**config.mk**
```make
export PLATFORM = sky130hd
export DESIGN_NAME = bigsub
export DESIGN_NICKNAME = d
export VERILOG_FILES = /design/src/rtl/bigsub.sv
export SDC_FILE = /design/constraint.sdc
export NUM_CORES = 1
export LEC_CHECK = 0
export ABC_AREA = 1
export BUFFER_PORTS_ARGS = -buffer_cell sky130_fd_sc_hd__buf_2
export CORE_MARGIN = 3
export CORE_UTILIZATION = 56
export CTS_CLUSTER_DIAMETER = 30
export DETAILED_ROUTE_END_ITERATION = 7
export PLACE_DENSITY = 0.83
export SETUP_SLACK_MARGIN = 0.1
export SYNTH_ARGS = -nofsm -noshare
export SYNTH_HDL_FRONTEND = slang
export SYNTH_SLANG_ARGS = --single-unit
```
**constraint.sdc**
```tcl
create_clock -name i_clk -period 2.3 [get_ports i_clk]
set_input_delay 0.46 -clock i_clk [delete_from_list [all_inputs] [get_ports i_clk]]
set_output_delay 0.46 -clock i_clk [all_outputs]
set_load 0.02 [all_outputs]
```
**src/rtl/bigsub.sv**
```systemverilog
// Pipelined 64-bit unsigned subtractor: o_r = i_a - i_b (mod 2^64), with the borrow
// rippling one chunk of 64/NCLOCKS bits per clock and a sync strobe travelling alongside.
// Optional feature macro: BIGSUB_SATURATE_EN (clamp negative results to zero).
module bigsub #(
    parameter int unsigned NCLOCKS = 1
) (
    input  logic        i_clk,
    input  logic        i_reset,
    input  logic        i_sync,
    input  logic [63:0] i_a,
    input  logic [63:0] i_b,
    output logic [63:0] o_r,
    output logic        o_borrow,
    output logic        o_sync
);

    localparam int unsigned W = 64 / NCLOCKS;

    // Reject unsupported depths at elaboration time.
    if (!(NCLOCKS == 1 || NCLOCKS == 2 || NCLOCKS == 4)) begin : g_bad_nclocks
        $error("bigsub: NCLOCKS must be 1, 2 or 4");
    end

    // Per-stage state: operands still needed by later chunks, the partial result
    // (finished low chunks ride along), the borrow out of the latest chunk, and sync.
    logic [63:0] a_q   [NCLOCKS];
    logic [63:0] b_q   [NCLOCKS];
    logic [63:0] r_q   [NCLOCKS];
    logic        br_q  [NCLOCKS];
    logic        sync_q[NCLOCKS];

    logic [63:0] a_d   [NCLOCKS];
    logic [63:0] b_d   [NCLOCKS];
    logic [63:0] r_d   [NCLOCKS];
    logic        br_d  [NCLOCKS];
    logic        sync_d[NCLOCKS];

    logic [W:0]  diff0;
    logic [W:0]  diff_k;

    // Next-state: stage 0 does chunk 0, stage k does chunk k using the borrow from stage k-1.
    always_comb begin
        for (int k = 0; k < NCLOCKS; k++) begin
            a_d[k]    = '0;
            b_d[k]    = '0;
            r_d[k]    = '0;
            br_d[k]   = 1'b0;
            sync_d[k] = 1'b0;
        end
        diff_k = '0;

        diff0           = {1'b0, i_a[W-1:0]} - {1'b0, i_b[W-1:0]};
        a_d[0]          = i_a;
        b_d[0]          = i_b;
        r_d[0][W-1:0]   = diff0[W-1:0];
        br_d[0]         = diff0[W];
        sync_d[0]       = i_sync;

        for (int k = 1; k < NCLOCKS; k++) begin
            diff_k = {1'b0, a_q[k-1][k*W +: W]} - {1'b0, b_q[k-1][k*W +: W]}
                     - {{W{1'b0}}, br_q[k-1]};
            a_d[k]            = a_q[k-1];
            b_d[k]            = b_q[k-1];
            r_d[k]            = r_q[k-1];
            r_d[k][k*W +: W]  = diff_k[W-1:0];
            br_d[k]           = diff_k[W];
            sync_d[k]         = sync_q[k-1];
        end

`ifdef BIGSUB_SATURATE_EN
        // Clamp in front of the last register so latency is unchanged.
        if (br_d[NCLOCKS-1]) begin
            r_d[NCLOCKS-1] = '0;
        end
`endif
    end

    // Pipeline registers load every clock; reset clears data, borrow and sync.
    always_ff @(posedge i_clk or posedge i_reset) begin
        if (i_reset) begin
            for (int k = 0; k < NCLOCKS; k++) begin
                a_q[k]    <= '0;
                b_q[k]    <= '0;
                r_q[k]    <= '0;
                br_q[k]   <= 1'b0;
                sync_q[k] <= 1'b0;
            end
        end else begin
            for (int k = 0; k < NCLOCKS; k++) begin
                a_q[k]    <= a_d[k];
                b_q[k]    <= b_d[k];
                r_q[k]    <= r_d[k];
                br_q[k]   <= br_d[k];
                sync_q[k] <= sync_d[k];
            end
        end
    end

    // Outputs come straight from the last stage.
    always_comb begin
        o_r      = r_q[NCLOCKS-1];
        o_borrow = br_q[NCLOCKS-1];
        o_sync   = sync_q[NCLOCKS-1];
    end

endmodule

```
==> metrics.sh <==
POSTCTSRESIZEDCELLS=0
SYNTH-COMPOUND-AREA-SHARE=0.03565
PERIOD_NEEDED_NS=2.052
RSZ0062_AT_GRT='false'
YS_FF_LATCH=66
ROUTED_WL_UM=28170
NFILLCELLS=1235
SYNTH_TOP_FAMILY_BY_AREA='simple AND/OR/NAND/NOR gates'
WL_MET1_UM=12140
TOP_LAYER_USED='met4'
DP_HPWL_UM=24020
YOSYSUNIQUECELLTYPES=25
SYNTHESIS.AREA_UM2=7931
WL_MET2_UM=12570
GRT-OVFL-TOTAL=0
PLACE.PORT_BUFFERS=196
MIN-DELAY-PATH-CLASS='in2async'
GRT_START_MAX_NET_PINS=30
RUN_STATUS='complete, no violations'
WIRE_LENGTH_PER_CELL_AFTER_DETAILED_ROUTING_UM=15.18
CRITPATHCAPTURETYPE='flip-flop'
POST_SYNTH_MUX_AREA_SHARE=0
ROOT_BUFFER='sky130_fd_sc_hd__clkbuf_16'
MULTI_INPUT_AREA_UM2=4790
ROUTE.MET3.WL_UM=2775
CLKSINKCOUNT=66
DRT_PASS_1_ITERS=5
DIEHEIGHT_UM=125.0
TIMING.CRITICAL_PATH.FANOUT_MAX=4
WORST_SLEW_PIN_SLEW_NS=0.5551
TIMING.FINAL.MAX_SLEW_VIOLATIONS=0
FLOORPLAN.INITIALDENSITY=0.5850
SHARE_OF_FINAL_LAYOUT_STANDARD_CELLS_STRONGER_THAN_DRIVE_STRENGTH_1=0.1786
FINAL-HOLD-VIOLATION-COUNT=0
LEAKAGE_nW=6.524
CLOCKBUFFERDEPTH=2
AVGVIACOUNTPERCELL=5.064
NUM-NETS-FINAL=1871
CRITICALPATHCATEGORY='in2reg'
YOSYS.AREA_SHARE.ADDER=0.1035
POSTCTSSETUPBUFFERS=0
AREA.SEQUENTIAL_UM2=1652
FP.DIEW_UM=125.0
POWER.TOTAL_mW=5.275
MAXCAPVIOLATIONS=0
FLOORPLAN.CORE_AREA_UM2=13560
TRITONCTS='yes'
YOSYS_WARNINGS=0
H-TREE-DEPTH=3
YOSYS.AREA_SHARE.XOR_XNOR=0.03423
DRT_ITER0_MARKERS=943
IRDROPWORSTVDD_V=0.0005296
ANTENNADIODECOUNT=0
POWER.DENSITY_CELL_AREA_nW_PER_UM2=545.2
DRC_ERRORS=0
DIE-AREA_UM2=15630
YS_SEQ_AREA_FRAC=0.2082
GRT_PASS1_VIAS=8911
CLOCK_BUFFER_COUNT_FROM_CTS=9
MAPPEDNETLISTNETS=1634
PATH_CLK_SLEW_NS=0.07
FMAXACHIEVABLE_GHz=0.4873
ANTENNA_VIOLATING_NETS_POST_ROUTE=0
GRT_FIRST_PASS_WIRELENGTH_UM=44710
TOTAL_VIA_COUNT_AFTER_DETAILED_ROUTING=9398
FIN_HOLD_WS_NS=0.1544
ROW_COUNT=42
SLEW_HEADROOM=0.6294
SYN-INSTANCE-COUNT=1438
CP.ARRIVAL_NS=2.29
FINALSETUPVIOLCOUNT=0
FINAL_MIN_PERIOD_OVER_CLOCK_PERIOD=0.8922
CRIT_PATH_START_KIND='input pin'
AREA_GROWTH_SYN_TO_LAYOUT_PCT=21.98
ANTENNA_FOUND_INITIAL=0
SYNTH_SIMPLE_GATE_AREA_FRAC=0.4305
PLACE.GP.CONGESTION=1.058
IO_PINS=197
GRT_UTIL_ALL_LAYERS=0.3578
CRITICAL_PATH_REQUIRED_NS=2.54
POST_SYNTH.CELL_AREA_AVG_UM2=5.516
CTSHOLDBUFFERS=0
## sequential cells by signal, summed over array words and instances (netlist names)
register  cells
o_sync        1
o_r          64
o_borrow      1
## metrics by stage
step / instances / setup WS, ns / setup TNS [ns] / area, um2 / util
floorplan: 1438 / 0.1852 / 0 / 7931 / -
global placement: 1840 / 0.01170 / 0 / 9370 / 0.6911
detailed placement: 1840 / -0.05602 / -0.1140 / 9370 / 0.6911
CTS: 1856 / 0.3046 / 0 / 9674 / 0.7135
global route: 1856 / 0.1087 / 0 / 9674 / 0.7135
finish: 1856 / 0.2478 / 0 / 9674 / 0.7135
## worst max-delay path: stages
cell and delay (ns):
sky130_fd_sc_hd__buf_2 0.08, sky130_fd_sc_hd__inv_1 0.03, sky130_fd_sc_hd__ha_1 0.22, sky130_fd_sc_hd__fa_1 0.41
sky130_fd_sc_hd__inv_1 0.10, sky130_fd_sc_hd__nand3_1 0.08, sky130_fd_sc_hd__nand2_2 0.15, sky130_fd_sc_hd__nand2_1 0.06
sky130_fd_sc_hd__nand2_1 0.13, sky130_fd_sc_hd__nand2_1 0.07, sky130_fd_sc_hd__nand2_1 0.09, sky130_fd_sc_hd__nand2_1 0.07
sky130_fd_sc_hd__nand2_2 0.12, sky130_fd_sc_hd__nand2_1 0.08, sky130_fd_sc_hd__nand3_1 0.07, sky130_fd_sc_hd__nand2_1 0.05
## cells by family (layout without fill, tap and decap cells)
family          Yosys count  count (layout)
compound gates           55              55
flops                    66              66
simple gates            825             825
xor+xnor                 31              31
fa+ha+maj                65              65
buf+inv                 396             638
## synth_stat cells
| cell | instances | share of area |
|---|---|---|
| sky130_fd_sc_hd__nand2_1 | 596 | 0.28 |
| sky130_fd_sc_hd__nor2_1 | 99 | 0.047 |
| sky130_fd_sc_hd__ha_1 | 64 | 0.10 |
| sky130_fd_sc_hd__xor2_1 | 30 | 0.033 |
| sky130_fd_sc_hd__nand2_4 | 1 | 0.0014 |
| sky130_fd_sc_hd__o211ai_1 | 1 | 0.00095 |
| sky130_fd_sc_hd__nor3_1 | 11 | 0.0069 |
| sky130_fd_sc_hd__o21bai_1 | 2 | 0.0019 |
| sky130_fd_sc_hd__inv_2 | 1 | 0.00047 |
| sky130_fd_sc_hd__nor3_2 | 3 | 0.0038 |
| sky130_fd_sc_hd__nand4_1 | 15 | 0.012 |
| sky130_fd_sc_hd__xnor2_1 | 1 | 0.0011 |
| sky130_fd_sc_hd__nor2b_1 | 1 | 0.00079 |
| sky130_fd_sc_hd__o21ai_0 | 4 | 0.0025 |
| sky130_fd_sc_hd__nor4_2 | 2 | 0.0032 |
| sky130_fd_sc_hd__nand2_2 | 24 | 0.019 |
| sky130_fd_sc_hd__inv_1 | 394 | 0.19 |
| sky130_fd_sc_hd__nor2_4 | 3 | 0.0043 |
| sky130_fd_sc_hd__fa_1 | 1 | 0.0025 |
| sky130_fd_sc_hd__a21oi_1 | 48 | 0.030 |
| sky130_fd_sc_hd__nand3_2 | 6 | 0.0076 |
| sky130_fd_sc_hd__nand3_1 | 48 | 0.030 |
| sky130_fd_sc_hd__buf_4 | 1 | 0.00095 |
| sky130_fd_sc_hd__nor2_2 | 16 | 0.013 |
| sky130_fd_sc_hd__dfrtp_1 | 66 | 0.21 |
## where the power goes
part | leakage [nW] | switching (mW) | internal (mW)
clock network | 0.150 | 0.594 | 0.849
registers | 0.778 | 0.0711 | 1.38
logic | 5.60 | 1.59 | 0.791
total | 6.52 | 2.25 | 3.02
## worst max path at each step
stage / from / slack [ns] / to
2_1_floorplan: i_reset / 0.19 / o_borrow$_DFF_PP0_
3_3_place_gp: i_a[58] / 0.01 / o_r[63]$_DFF_PP0_
3_5_place_dp: i_a[0] / -0.06 / o_r[62]$_DFF_PP0_
4_1_cts: i_a[0] / 0.30 / o_r[46]$_DFF_PP0_
5_1_grt: i_a[0] / 0.11 / o_r[46]$_DFF_PP0_
6_report: i_a[0] / 0.25 / o_r[46]$_DFF_PP0_
## routing by layer
| layer | global-route usage | up-vias |
|---|---|---|
| met5 | 0 | - |
| met3 | 0.06567 | 60 |
| met1 | 0.5003 | 4218 |
| met4 | 0.09885 | 0 |
| met2 | 0.5704 | 467 |
| li1 | - | 4653 |
## cell type report
class                           instances  share of cell area
Clock buffer                            9             0.02328
Inverter                              395              0.1533
Timing Repair Buffer                  227              0.1267
Sequential cell                        66              0.1707
Tap cell                              176             0.02276
Clock inverter                          7            0.008148
Multi-Input combinational cell        976              0.4951
## layout by cell type (no fill, tap or decap), drive strengths merged
master,synthesis,final
nor2b,1,1
o211ai,1,1
nor3,14,14
fa,1,1
ha,64,64
clkbuf,0,9
buf,1,227
inv,395,396
xnor2,1,1
o21bai,2,2
nor2,118,118
nand2,621,621
nand4,15,15
o21ai,4,4
clkinv,0,5
xor2,30,30
nor4,2,2
a21oi,48,48
dfrtp,66,66
bufinv,0,1
nand3,54,54
No activity file was read; power rests on OpenSTA's default activity.
